File: src/rtl/enc_pkg.sv
// Shared widths and FSM state encoding for the serial 8-to-3 encoder.
package enc_pkg;
  localparam int IN_W   = 8;
  localparam int CODE_W = 3;

  typedef enum logic {
    IDLE,
    EMIT
  } enc_state_t;
endpackage

File: src/rtl/pri_enc8.sv
// Combinational 8-input priority encoder: selected index, any-set flag and
// at-most-one-set flag.
module pri_enc8
  import enc_pkg::*;
#(
  parameter bit PRIORITY_HIGH = 1'b0
) (
  input  logic [IN_W-1:0]   i_vec,
  output logic [CODE_W-1:0] o_idx,
  output logic              o_any,
  output logic              o_one_or_less
);

  // Later loop iterations overwrite earlier ones, so scan order picks the winner.
  always_comb begin
    o_idx = '0;
    if (PRIORITY_HIGH) begin
      for (int i = 0; i < IN_W; i++)
        if (i_vec[i]) o_idx = CODE_W'(i);
    end else begin
      for (int i = IN_W - 1; i >= 0; i--)
        if (i_vec[i]) o_idx = CODE_W'(i);
    end
  end

  assign o_any         = |i_vec;
  assign o_one_or_less = ((i_vec & (i_vec - IN_W'(1))) == '0);

endmodule

File: src/rtl/encoder8to3_serial.sv
// Serial 8-to-3 encoder: accepts a request word, then emits one 3-bit code per
// set bit in priority order (a zero word yields one "none" beat).
module encoder8to3_serial
  import enc_pkg::*;
#(
  parameter bit PRIORITY_HIGH = 1'b0
) (
  input  logic              clk,
  input  logic              rst_n,
  input  logic              in_valid,
  output logic              in_ready,
  input  logic [IN_W-1:0]   in,
  output logic              out_valid,
  input  logic              out_ready,
  output logic [CODE_W-1:0] out_code,
  output logic              out_last,
  output logic              out_none
);

  enc_state_t        r_state;
  logic [IN_W-1:0]   r_pend;
  logic              r_none;

  logic [CODE_W-1:0] w_idx;
  logic              w_any;
  logic              w_one;
  logic              w_beat;
  logic              w_accept;

  pri_enc8 #(
    .PRIORITY_HIGH(PRIORITY_HIGH)
  ) u_pri (
    .i_vec        (r_pend),
    .o_idx        (w_idx),
    .o_any        (w_any),
    .o_one_or_less(w_one)
  );

  // Beat fields are gated by out_valid so IDLE shows all zeros.
  assign out_valid = (r_state == EMIT);
  assign out_code  = (out_valid && w_any) ? w_idx : '0;
  assign out_last  = out_valid && w_one;
  assign out_none  = out_valid && r_none;

  assign w_beat   = out_valid && out_ready;
  assign in_ready = (r_state == IDLE) || (w_beat && out_last);
  assign w_accept = in_valid && in_ready;

  always_ff @(posedge clk or negedge rst_n) begin
    if (!rst_n) begin
      r_state <= IDLE;
      r_pend  <= '0;
      r_none  <= 1'b0;
    end else if (w_accept) begin
      // Also covers chaining on the last beat: reload and stay in EMIT.
      r_state <= EMIT;
      r_pend  <= in;
      r_none  <= (in == '0);
    end else if (w_beat) begin
      r_pend <= r_pend & ~(IN_W'(1) << out_code);
      if (out_last) begin
        r_state <= IDLE;
        r_none  <= 1'b0;
      end
    end
  end

endmodule

File: config.mk
export PLATFORM = sky130hd
export DESIGN_NAME = encoder8to3_serial
export DESIGN_NICKNAME = d
export VERILOG_FILES = /design/src/rtl/enc_pkg.sv /design/src/rtl/pri_enc8.sv /design/src/rtl/encoder8to3_serial.sv
export SDC_FILE = /design/constraint.sdc
export NUM_CORES = 1
export LEC_CHECK = 0
export ABC_CLOCK_PERIOD_IN_PS = 4300
export BUFFER_PORTS_ARGS = -buffer_cell sky130_fd_sc_hd__buf_2
export CELL_PAD_IN_SITES_DETAIL_PLACEMENT = 1
export CELL_PAD_IN_SITES_GLOBAL_PLACEMENT = 1
export CORE_UTILIZATION = 35
export CTS_BUF_LIST = sky130_fd_sc_hd__clkbuf_16
export DETAILED_ROUTE_END_ITERATION = 10
export PLACE_DENSITY_LB_ADDON = 0.2
export SYNTH_ARGS = -nofsm -noshare
export SYNTH_HDL_FRONTEND = slang
export SYNTH_SLANG_ARGS = --single-unit
File: constraint.sdc
create_clock -name clk -period 4.3 [get_ports clk]
set_input_delay 0.86 -clock clk [delete_from_list [all_inputs] [get_ports clk]]
set_output_delay 0.86 -clock clk [all_outputs]
set_load 0.05 [all_outputs]
# Yosys cells after proc, flatten, opt, wreduce, memory -nomap -nowiden
# Index checks and enable logic that the tools add are counted.
dict set report totals {
  wordCells 37
  reg_bits 10
  in_bits 12
}
dict set report op_classes {
  n_mux 15
  addsub 1
  shift 1
  bitwise_logic 4
  reduce_logical 13
}
# op count
set ops {}
lappend ops {{$mux W3} 9}
lappend ops {{$and A8 B8 Y8} 2}
lappend ops {{$logic_not A8 Y1} 2}
lappend ops {{$mux W8} 2}
lappend ops {{$not A8 Y8} 1}
lappend ops {{$reduce_or A8 Y1} 1}
lappend ops {{$shl A1 B3 Y8 const A} 1}
lappend ops {{$sub A8 B1 Y8 const B} 1}
lappend ops {{$logic_and A1 B1 Y1} 6}
lappend ops {{$mux W1} 4}
lappend ops {{$reduce_bool A2 Y1} 2}
lappend ops {{$reduce_and A2 Y1} 1}
lappend ops {{$logic_or A1 B1 Y1} 1}
lappend ops {{$not A1 Y1} 1}

# Depth between registers and ports, before layout
# Gate-level depths: netlist (run 1).
dict set report logic_depth {
  depth_word 14
  ltp_mapped 7
  mapped_depth_nobuf 6
}

# Modules after synthesis
# Synthesis (run 1) repeated with hierarchy kept, for this count alone.
dict set report unflattened {
  hier_cells 84
  area_unflattened_um2 694.4
}
# mod instances area_each_um2 cells_per_inst seq_area_each_um2
set modules_own_cells {}
lappend modules_own_cells {encoder8to3_serial 1 563.0 61 250.2}
lappend modules_own_cells {pri_enc8 1 131.4 23 0.0}

# Worst setup path after synthesis (run 1)
# Ideal clock, no wire load.
dict set report synth_path {
  kind {register to output}
  start {register r_pend[0]}
  end {output in_ready}
  path_stages_with_launch 6
  slack_ns 1.452
  arrival_ns 1.988
  required_ns 3.440
  cell_sequence {dfrtp_1 buf_6 or4_4 a2111oi_4 o311ai_2 nand2_1}
}
dict set report synth_between {
  elab_chain_cells 6
}
# item line_no
set synth_rtl {}
lappend synth_rtl {{from (decl)} encoder8to3_serial.sv:21} ;# logic [IN_W-1:0] r_pend;
lappend synth_rtl {{from (signal assigned)} encoder8to3_serial.sv:57} ;# r_pend <= in;
lappend synth_rtl {{from (signal assigned)} encoder8to3_serial.sv:60} ;# r_pend <= r_pend & ~(IN_W'(1) << out_code);
lappend synth_rtl {{$sub A8 B1 Y8} pri_enc8.sv:27} ;# assign o_one_or_less = ((i_vec & (i_vec - IN_W'(1))) == '0);
lappend synth_rtl {{$and A8 B8 Y8 (*)} pri_enc8.sv:27}
lappend synth_rtl {{$logic_not A8 Y1 (*)} pri_enc8.sv:27}
lappend synth_rtl {{$logic_and A1 B1 Y1 (*)} encoder8to3_serial.sv:42} ;# assign out_last = out_valid && w_one;
lappend synth_rtl {{$logic_and A1 B1 Y1 (*)} encoder8to3_serial.sv:46} ;# assign in_ready = (r_state == IDLE) || (w_beat && out_last);
lappend synth_rtl {{$logic_or A1 B1 Y1 (*)} encoder8to3_serial.sv:46}
lappend synth_rtl {{to (decl)} encoder8to3_serial.sv:11} ;# output logic in_ready,
# Every way passes the cells marked *; elsewhere a longest branch is shown, timed or not.

# Worst setup path in the final report (run 1)
# Ends and elaborated chain as after synthesis.

==> results.sh, run 1 <==
export IMPL_report_final_slew_viol_count=0
export IMPL_grt_overflow=0
export IMPL_fin_crit_sh_pct=74.40
export IMPL_final_cell_mix="buf_2, dfrtp_1, nor2_1"
export IMPL_max_cap_viol_count=0
export IMPL_antenna_found_initial=0
export IMPL_numCtsBuffers=3
export IMPL_holdBufCountCts=0
export IMPL_grt_pass1_wl_um=3125
export IMPL_max_freq_mhz=312.6
export IMPL_fp_dieW_um=48.12
export IMPL_cp_max_fo=8
export IMPL_tns_ns=0
export IMPL_cts_max_path_buffers=2
export IMPL_start_kind="flip-flop"
export IMPL_area_growth_pct=23.70
export IMPL_start_util_pct=37.56
export IMPL_slew_headroom_pct=66.53
export IMPL_hp_class="input port to asynchronous set/reset pin"
export IMPL_crit_type="flip-flop to output port"
export IMPL_rows=16
export IMPL_dieHeight_um=48.12
export IMPL_yosys_warnings=0
export IMPL_gp_congestion=0.7681
export IMPL_rsz0062_at_grt="false"
export IMPL_synth_area_um2=744.5
export IMPL_io_pins=19
export IMPL_antennaDiodeCount=0
export IMPL_ys_seq_area_share_pct=33.61
export IMPL_coreArea_um2=1982
export IMPL_drive_gt1_share_pct=42.39
export IMPL_worstMarginPinSlew_ns=0.4974
export IMPL_clock_latency_ns=0.24
export IMPL_syn_nets=85
export IMPL_cts_tree="built"
export IMPL_wirelength_um=1953
export IMPL_grtUsageTotal_pct=20.55
export IMPL_cp_required_ns=3.44
export IMPL_crit_arrival_ns=2.34
export IMPL_die_area_um2=2316
export IMPL_drt_pass1_iter_count=4
export IMPL_fin_skew_ns=0.0003554
export IMPL_drt_vias_per_instance=5.580
export IMPL_hold_violations=0
export IMPL_wire_per_inst_um=16.41
export IMPL_fin_nets=106
export IMPL_synth_edf_count=0
export IMPL_finalSetupViolations=0
export IMPL_cts_num_sinks=10
export IMPL_final_common_cell="buf_2"
export IMPL_status="complete, no violations"
export IMPL_grt_max_degree=14
export IMPL_clock_root_buffer="clkbuf_16"
export IMPL_synth_cells=73
export IMPL_drtIter0Drc=17
export IMPL_ys_types=34
export IMPL_post_route_min_period_ns=3.199
export IMPL_htreeDepth=1
export IMPL_clk_pin_slew_ns=0.04
export IMPL_cts_repair_resized=0
export IMPL_synth_seq_cells=10
export IMPL_routed_via_count=664
export IMPL_synth_ff_type="dfrtp_1"
export IMPL_io_buffer_count=18
export IMPL_crit_path_end_kind="output port"
export IMPL_drc=0
export IMPL_dpl_hpwl_um=1433
export IMPL_drtAntennaViolNets=0
export IMPL_postCtsSetupRepairBufs=0
export IMPL_async_reset_ff_share_pct=100.0
export IMPL_avgSynthCellArea_um2=10.20
export IMPL_grt_pass1_vias=638
## stage by stage
stage	hold slack [ns]	worst slack [ns]	instances	area [um2]	utilization, %
2_1_floorplan	0.5644	1.452	73	744.5	-
3_3_place_gp	0.6342	1.474	116	845.8	42.68
3_5_place_dp	0.6482	1.415	116	845.8	42.68
4_1_cts	0.4930	1.105	119	920.9	46.46
5_1_grt	0.5116	1.014	119	920.9	46.46
6_report	0.4832	1.101	119	920.9	46.46
## worst paths after layout
check / slack [ns] / to / start / cells past startpoint
min: 0.48 / r_none / rst_n / 1
max reg2reg: 1.77 / r_pend[5] / r_pend[0] / 5
max: 1.10 / in_ready / r_pend[0] / 5
max in group asynchronous: 3.62 / r_pend[3] / rst_n / 1
min reg2reg: 0.67 / r_pend[3] / r_pend[3] / 2
min in group clk: 0.67 / r_pend[3] / r_pend[3] / 2
## cells by family (layout without fill, tap and decap cells)
| kind of cell | Yosys count | count (layout) | synth area share [%] |
|---|---|---|---|
| AOI/OAI and AO/OA | 23 | 23 | 30.25 |
| muxes | 7 | 7 | 10.25 |
| DFF | 10 | 10 | 33.61 |
| and+or+nand+nor | 24 | 24 | 18.49 |
| buffers and inverters | 8 | 27 | 6.050 |
| adders and majority gates | 1 | 1 | 1.345 |
## worst max-delay path: stages (launching register included)
cell,delay (ns)
dfrtp_1,0.45
or4_4,0.59
a2111oi_4,0.42
o311ai_2,0.20
nand2_1,0.16
buf_2,0.28
## Yosys cell counts (all sizes together), types with 3 or more instances
cell type | instances | area [um2]
o31a | 3 | 30.03
mux2 | 5 | 56.30
dfrtp | 10 | 250.2
a21oi | 4 | 20.02
o21ai | 3 | 15.01
inv | 6 | 22.52
nand4 | 3 | 18.77
nand2b | 3 | 18.77
nor4 | 3 | 18.77
a21boi | 3 | 33.78
nor2 | 6 | 22.52
## per-layer routing
layer	vias up	part of all wire [%]	global-route usage, %
met1	310	48	28.70
met4	0	2.4	12.22
li1	328	-	-
met5	-	0	0
met2	22	45	29.73
met3	4	5.0	3.333
## sequential cells by signal (all words and copies together) (netlist names)
name and count:
out_valid 1, r_none 1, r_pend 8
## layout make-up
class                      instances  area, um2
fill                             233       1061
multi-input combinational         55      449.2
sequential                        10      250.2
timing repair buffer              18      90.09
clock buffer                       3      75.07
tap                               27      33.78
inverter                           6      22.52
Power of run 1 is left out: the tool's default activity adds up to more than one toggle a clock period on the data nets, which glitch-free logic cannot reach.
==> inputs of run 2 (changes only) <==
ABC_CLOCK_PERIOD_IN_PS = 2700   (was 4300)
clock period = 2.7 ns   (was 4.3 ns; I/O delays follow)
==> results.sh, run 2 (synthesis gave the netlist of run 1 again) <==
export IMPL_start_kind="flip-flop"
export IMPL_dp_cells=121
export IMPL_r2r_setup_slack_ns=0.11
export IMPL_largest_register="r_pend"
export IMPL_dieHeight_um=48.12
export IMPL_hp_class="input port to asynchronous set/reset pin"
export IMPL_htreeDepth=1
export IMPL_drtAntennaViolNets=0
export IMPL_largest_reg_flops=8
export IMPL_grt_pass1_wl_um=3588
export IMPL_finalSetupViolations=0
export IMPL_report_final_slew_viol_count=0
export IMPL_rows=16
export IMPL_cts_tree="built"
export IMPL_drc=0
export IMPL_drive_gt1_share_pct=49.02
export IMPL_crit_arrival_ns=2.14
export IMPL_gp_congestion=0.8274
export IMPL_area_growth_pct=40.34
export IMPL_fin_crit_sh_pct=99.42
export IMPL_crit_type="flip-flop to output port"
export IMPL_max_freq_mhz=372.5
export IMPL_worstMarginPinSlew_ns=0.5062
export IMPL_fillers=223
export IMPL_cp_max_fo=4
export IMPL_final_cell_mix="buf_2, dfrtp_1, buf_4"
export IMPL_wire_per_inst_um=17.87
export IMPL_crit_path_end_kind="output port"
export IMPL_final_area_um2=1045
export IMPL_holdBufCountCts=0
export IMPL_cpPeakStageDelay_ns=0.58
export IMPL_dpl_worst_slack_ns=0.1408
export IMPL_drtIter0Drc=25
export IMPL_dpl_instance_area_um2=883.3
export IMPL_coreArea_um2=1982
export IMPL_die_area_um2=2316
export IMPL_fin_nets=115
export IMPL_clock_root_buffer="clkbuf_16"
export IMPL_io_pins=19
export IMPL_status="complete, no violations"
export IMPL_hold_violations=0
export IMPL_io_buffer_count=18
export IMPL_path_cells="or4_4, a2111oi_4, o311ai_4, nand2_2, buf_8"
export IMPL_cts_max_path_buffers=2
export IMPL_met2WireLength_um=1171
export IMPL_final_common_cell="buf_2"
export IMPL_cts_num_sinks=10
export IMPL_clk_pin_slew_ns=0.04
export IMPL_drt_pass1_iter_count=4
export IMPL_cp_required_ns=2.16
export IMPL_numCtsBuffers=3
export IMPL_grt_overflow=0
export IMPL_antennaDiodeCount=0
export IMPL_grt_pass1_vias=723
export IMPL_grt_max_degree=14
export IMPL_drt_met1_wl_um=1023
export IMPL_dpl_hpwl_um=1516
export IMPL_wirelength_um=2305
export IMPL_fin_ws_ns=0.01574
export IMPL_clock_latency_ns=0.24
export IMPL_routed_via_count=713
export IMPL_max_cap_viol_count=0
export IMPL_grtUsageTotal_pct=23.81
export IMPL_slew_headroom_pct=65.90
export IMPL_post_route_min_period_ns=2.684
export IMPL_drt_vias_per_instance=5.527
export IMPL_dr_wl_met3_um=78
export IMPL_fin_cells=129
export IMPL_fp_dieW_um=48.12
export IMPL_routed_top_layer="met4"
export IMPL_fin_skew_ns=0.003735
export IMPL_antenna_found_initial=0
export IMPL_cp_slowest_cell="or4_4"
export IMPL_rsz0062_at_grt="true"
export IMPL_start_util_pct=37.56
-- run 2: cell count changes in the layout (fill, tap and decap cells not counted), sizes merged --
cell,delta
buf,+9
clkinv,+1
-- run 2: per-stage QoR --
stage | util [%] | setup TNS [ns] | hold slack (ns)
2_1_floorplan | - | 0 | 0.2444
3_3_place_gp | 44.57 | 0 | 0.4184
3_5_place_dp | 44.57 | 0 | 0.4217
4_1_cts | 50.32 | 0 | 0.1656
5_1_grt | 52.71 | -0.03925 | 0.1777
6_report | 52.71 | 0 | 0.1601
-- run 2: routing by layer --
metal / up-vias / global-route usage, %
met5: - / 0
met2: 16 / 39.46
met3: 5 / 5.556
li1: 343 / -
met4: 0 / 8.333
met1: 349 / 30.37
-- run 2: timing repair --
item / 4_1_cts / 5_1_grt
setup buffers: 0 / 4
endpoints found under the setup margin: 2 / 2
pin swaps: 2 / 3
resized for setup: 5 / 5
-- run 2: cell type report --
type | instances | area (um2) | area share [%]
inverters | 6 | 22.52 | 2.156
repair buffers | 27 | 170.2 | 16.29
clock buffers | 3 | 75.07 | 7.186
clock inverters | 1 | 3.754 | 0.3593
well taps | 27 | 33.78 | 3.234
multi-input cells | 55 | 489.2 | 46.83
flip-flops and latches | 10 | 250.2 | 23.95
-- run 2: critical path, delay by kind of cell (launching register included) --
kind	cells	cell delay (ns)
and+or+nand+nor	2	0.72
AOI/OAI and AO/OA	2	0.65
buffers and inverters	1	0.15
DFF	1	0.37
-- run 2: path summary, 6_finish.rpt --
check,start,to,cells past startpoint
hold reg to reg,r_none,r_none,4
setup / recovery,r_pend[3],in_ready,5
hold / removal,rst_n,r_none,1
setup reg to reg,r_pend[3],r_pend[2],6
min in group clk,in[5],r_pend[5],2
max in group asynchronous,rst_n,r_pend[3],1
Power of run 2 is left out for the same reason.
==> inputs of run 3 (changes only) <==
--- a/config.mk
+++ b/config.mk
@@ -8,3 +8,2 @@
 export ABC_CLOCK_PERIOD_IN_PS = 2700
-export BUFFER_PORTS_ARGS = -buffer_cell sky130_fd_sc_hd__buf_2
 export CELL_PAD_IN_SITES_DETAIL_PLACEMENT = 1
@@ -14,2 +13,3 @@
 export DETAILED_ROUTE_END_ITERATION = 10
+export DONT_BUFFER_PORTS = 1
 export PLACE_DENSITY_LB_ADDON = 0.2
==> constraint.sdc (replaced) <==
create_clock -name clk -period 2.7 [get_ports clk]
set_input_delay 0.405 -clock clk [delete_from_list [all_inputs] [get_ports clk]]
set_output_delay 0.405 -clock clk [all_outputs]
set_load 0.02 [all_outputs]
==> results.sh, run 3 (synthesis gave the netlist of run 1 again) <==
export IMPL_grt_overflow=0
export IMPL_cp_required_ns=2.30
export IMPL_cts_tree="built"
export IMPL_drive_gt1_share_pct=33.33
export IMPL_drt_vias_per_instance=5.870
export IMPL_finalSetupViolations=0
export IMPL_die_area_um2=2316
export IMPL_crit_arrival_ns=2.12
export IMPL_status="complete, no violations"
export IMPL_clock_root_buffer="clkbuf_16"
export IMPL_crit_path_end_kind="output port"
export IMPL_worstMarginPinSlew_ns=0.5739
export IMPL_drt_pass1_iter_count=2
export IMPL_antenna_found_initial=0
export IMPL_rows=16
export IMPL_wire_per_inst_um=17.60
export IMPL_finish_utilization_pct=44.70
export IMPL_hold_start="in_valid"
export IMPL_fin_crit_sh_pct=93.39
export IMPL_post_route_min_period_ns=2.522
export IMPL_r2r_setup_slack_ns=0.21
export IMPL_hold_violations=0
export IMPL_clock_latency_ns=0.24
export IMPL_final_cell_mix="dfrtp_1, nor2_1, buf_4"
export IMPL_numCtsBuffers=3
export IMPL_report_final_slew_viol_count=0
export IMPL_rsz0062_at_grt="false"
export IMPL_cp_max_fo=8
export IMPL_crit_family="simple AND/OR/NAND/NOR gates"
export IMPL_cts_max_path_buffers=2
export IMPL_grt_max_degree=14
export IMPL_largest_reg_flops=8
export IMPL_slew_headroom_pct=61.74
export IMPL_gp_congestion=0.7304
export IMPL_routed_via_count=634
export IMPL_p_leak_nw=0.3522
export IMPL_max_cap_viol_count=0
export IMPL_clk_pin_slew_ns=0.04
export IMPL_start_util_pct=37.56
export IMPL_cts_repair_resized=0
export IMPL_cts_num_sinks=10
export IMPL_reg2regPathDepth=5
export IMPL_htreeDepth=1
export IMPL_fin_nets=95
export IMPL_min_to="out_valid"
export IMPL_power_density_nw_per_um2=1530
export IMPL_tns_ns=0
export IMPL_io_buffer_count=0
export IMPL_coreArea_um2=1982
export IMPL_ir_drop_mv=0.7037
export IMPL_drtIter0Drc=3
export IMPL_start_kind="flip-flop"
export IMPL_dpl_hpwl_um=1492
export IMPL_r2r_end="r_pend[7]"
export IMPL_hp_class="input port to flip-flop"
export IMPL_drtAntennaViolNets=0
export IMPL_antennaDiodeCount=0
export IMPL_postCtsSetupRepairBufs=0
export IMPL_grtUsageTotal_pct=19.28
export IMPL_fp_dieW_um=48.12
export IMPL_path_cells="or4_4, a2111oi_4, o311ai_2, nand2_1"
export IMPL_wirelength_um=1901
export IMPL_cp_slowest_cell="or4_4"
export IMPL_io_pins=19
export IMPL_reg2reg_from="r_pend[0]"
export IMPL_cpPeakStageDelay_ns=0.59
export IMPL_holdWs_ns=0.2791
export IMPL_max_freq_mhz=396.6
export IMPL_dieHeight_um=48.12
export IMPL_path_buf_inv=0
export IMPL_crit_type="flip-flop to output port"
export IMPL_final_common_cell="dfrtp_1"
export IMPL_min_path_cells=1
export IMPL_area_growth_pct=18.99
export IMPL_drc=0
export IMPL_fin_skew_ns=0.001935
export IMPL_largest_register="r_pend"
export IMPL_grt_pass1_wl_um=2891
export IMPL_grt_pass1_vias=614
==> run 3: repair_timing <==
item,4_1_cts,5_1_grt
endpoints found under the hold margin,10,0
setup endpoints to repair,0,0
hold buffers,1,0
==> run 3: worst max path at each step <==
stage	from	end	cells after the start
finish	r_pend[0]	in_ready	4
global route	r_pend[0]	in_ready	4
floorplan	r_pend[0]	r_pend[2]	6
CTS	r_pend[0]	in_ready	4
detailed placement	r_pend[0]	r_pend[7]	5
global placement	r_pend[0]	r_pend[4]	5
==> run 3: layout make-up <==
type,count,area [um2]
Clock buffer,3,75.07
Timing Repair Buffer,7,55.05
Sequential cell,10,250.2
Inverter,6,22.52
Tap cell,27,33.78
Multi-Input combinational cell,55,449.2
Fill cell,230,1096
==> run 3: report_power, final <==
part	leakage, nW	internal [W]	total [W]	switching, W
combinational	0.191	0.000322	0.000793	0.000471
clock	0.0370	0.000192	0.000260	0.0000678
sequential	0.124	0.000215	0.000303	0.0000878
==> run 3: layer usage <==
| layer | routed length, um | up-vias | part of all wire (%) | track usage (%) |
|---|---|---|---|---|
| met5 | 0 | - | 0 | 0 |
| met4 | 37 | 0 | 1.9 | 10.00 |
| met3 | 100 | 5 | 5.3 | 5.926 |
| met2 | 908 | 12 | 48 | 28.38 |
| met1 | 855 | 317 | 45 | 25.34 |
| li1 | - | 300 | - | - |
==> run 3: stage by stage <==
stage,instances,setup WS [ns],power (W),instance area (um2)
2_1_floorplan,73,0.3485,0.0009279,744.5
3_3_place_gp,104,0.2577,0.001083,800.8
3_5_place_dp,104,0.2226,0.001094,800.8
4_1_cts,108,0.1770,0.001364,885.9
5_1_grt,108,0.08035,0.001446,885.9
6_report,108,0.1784,0.001355,885.9
(Power assumes the default switching activity.)
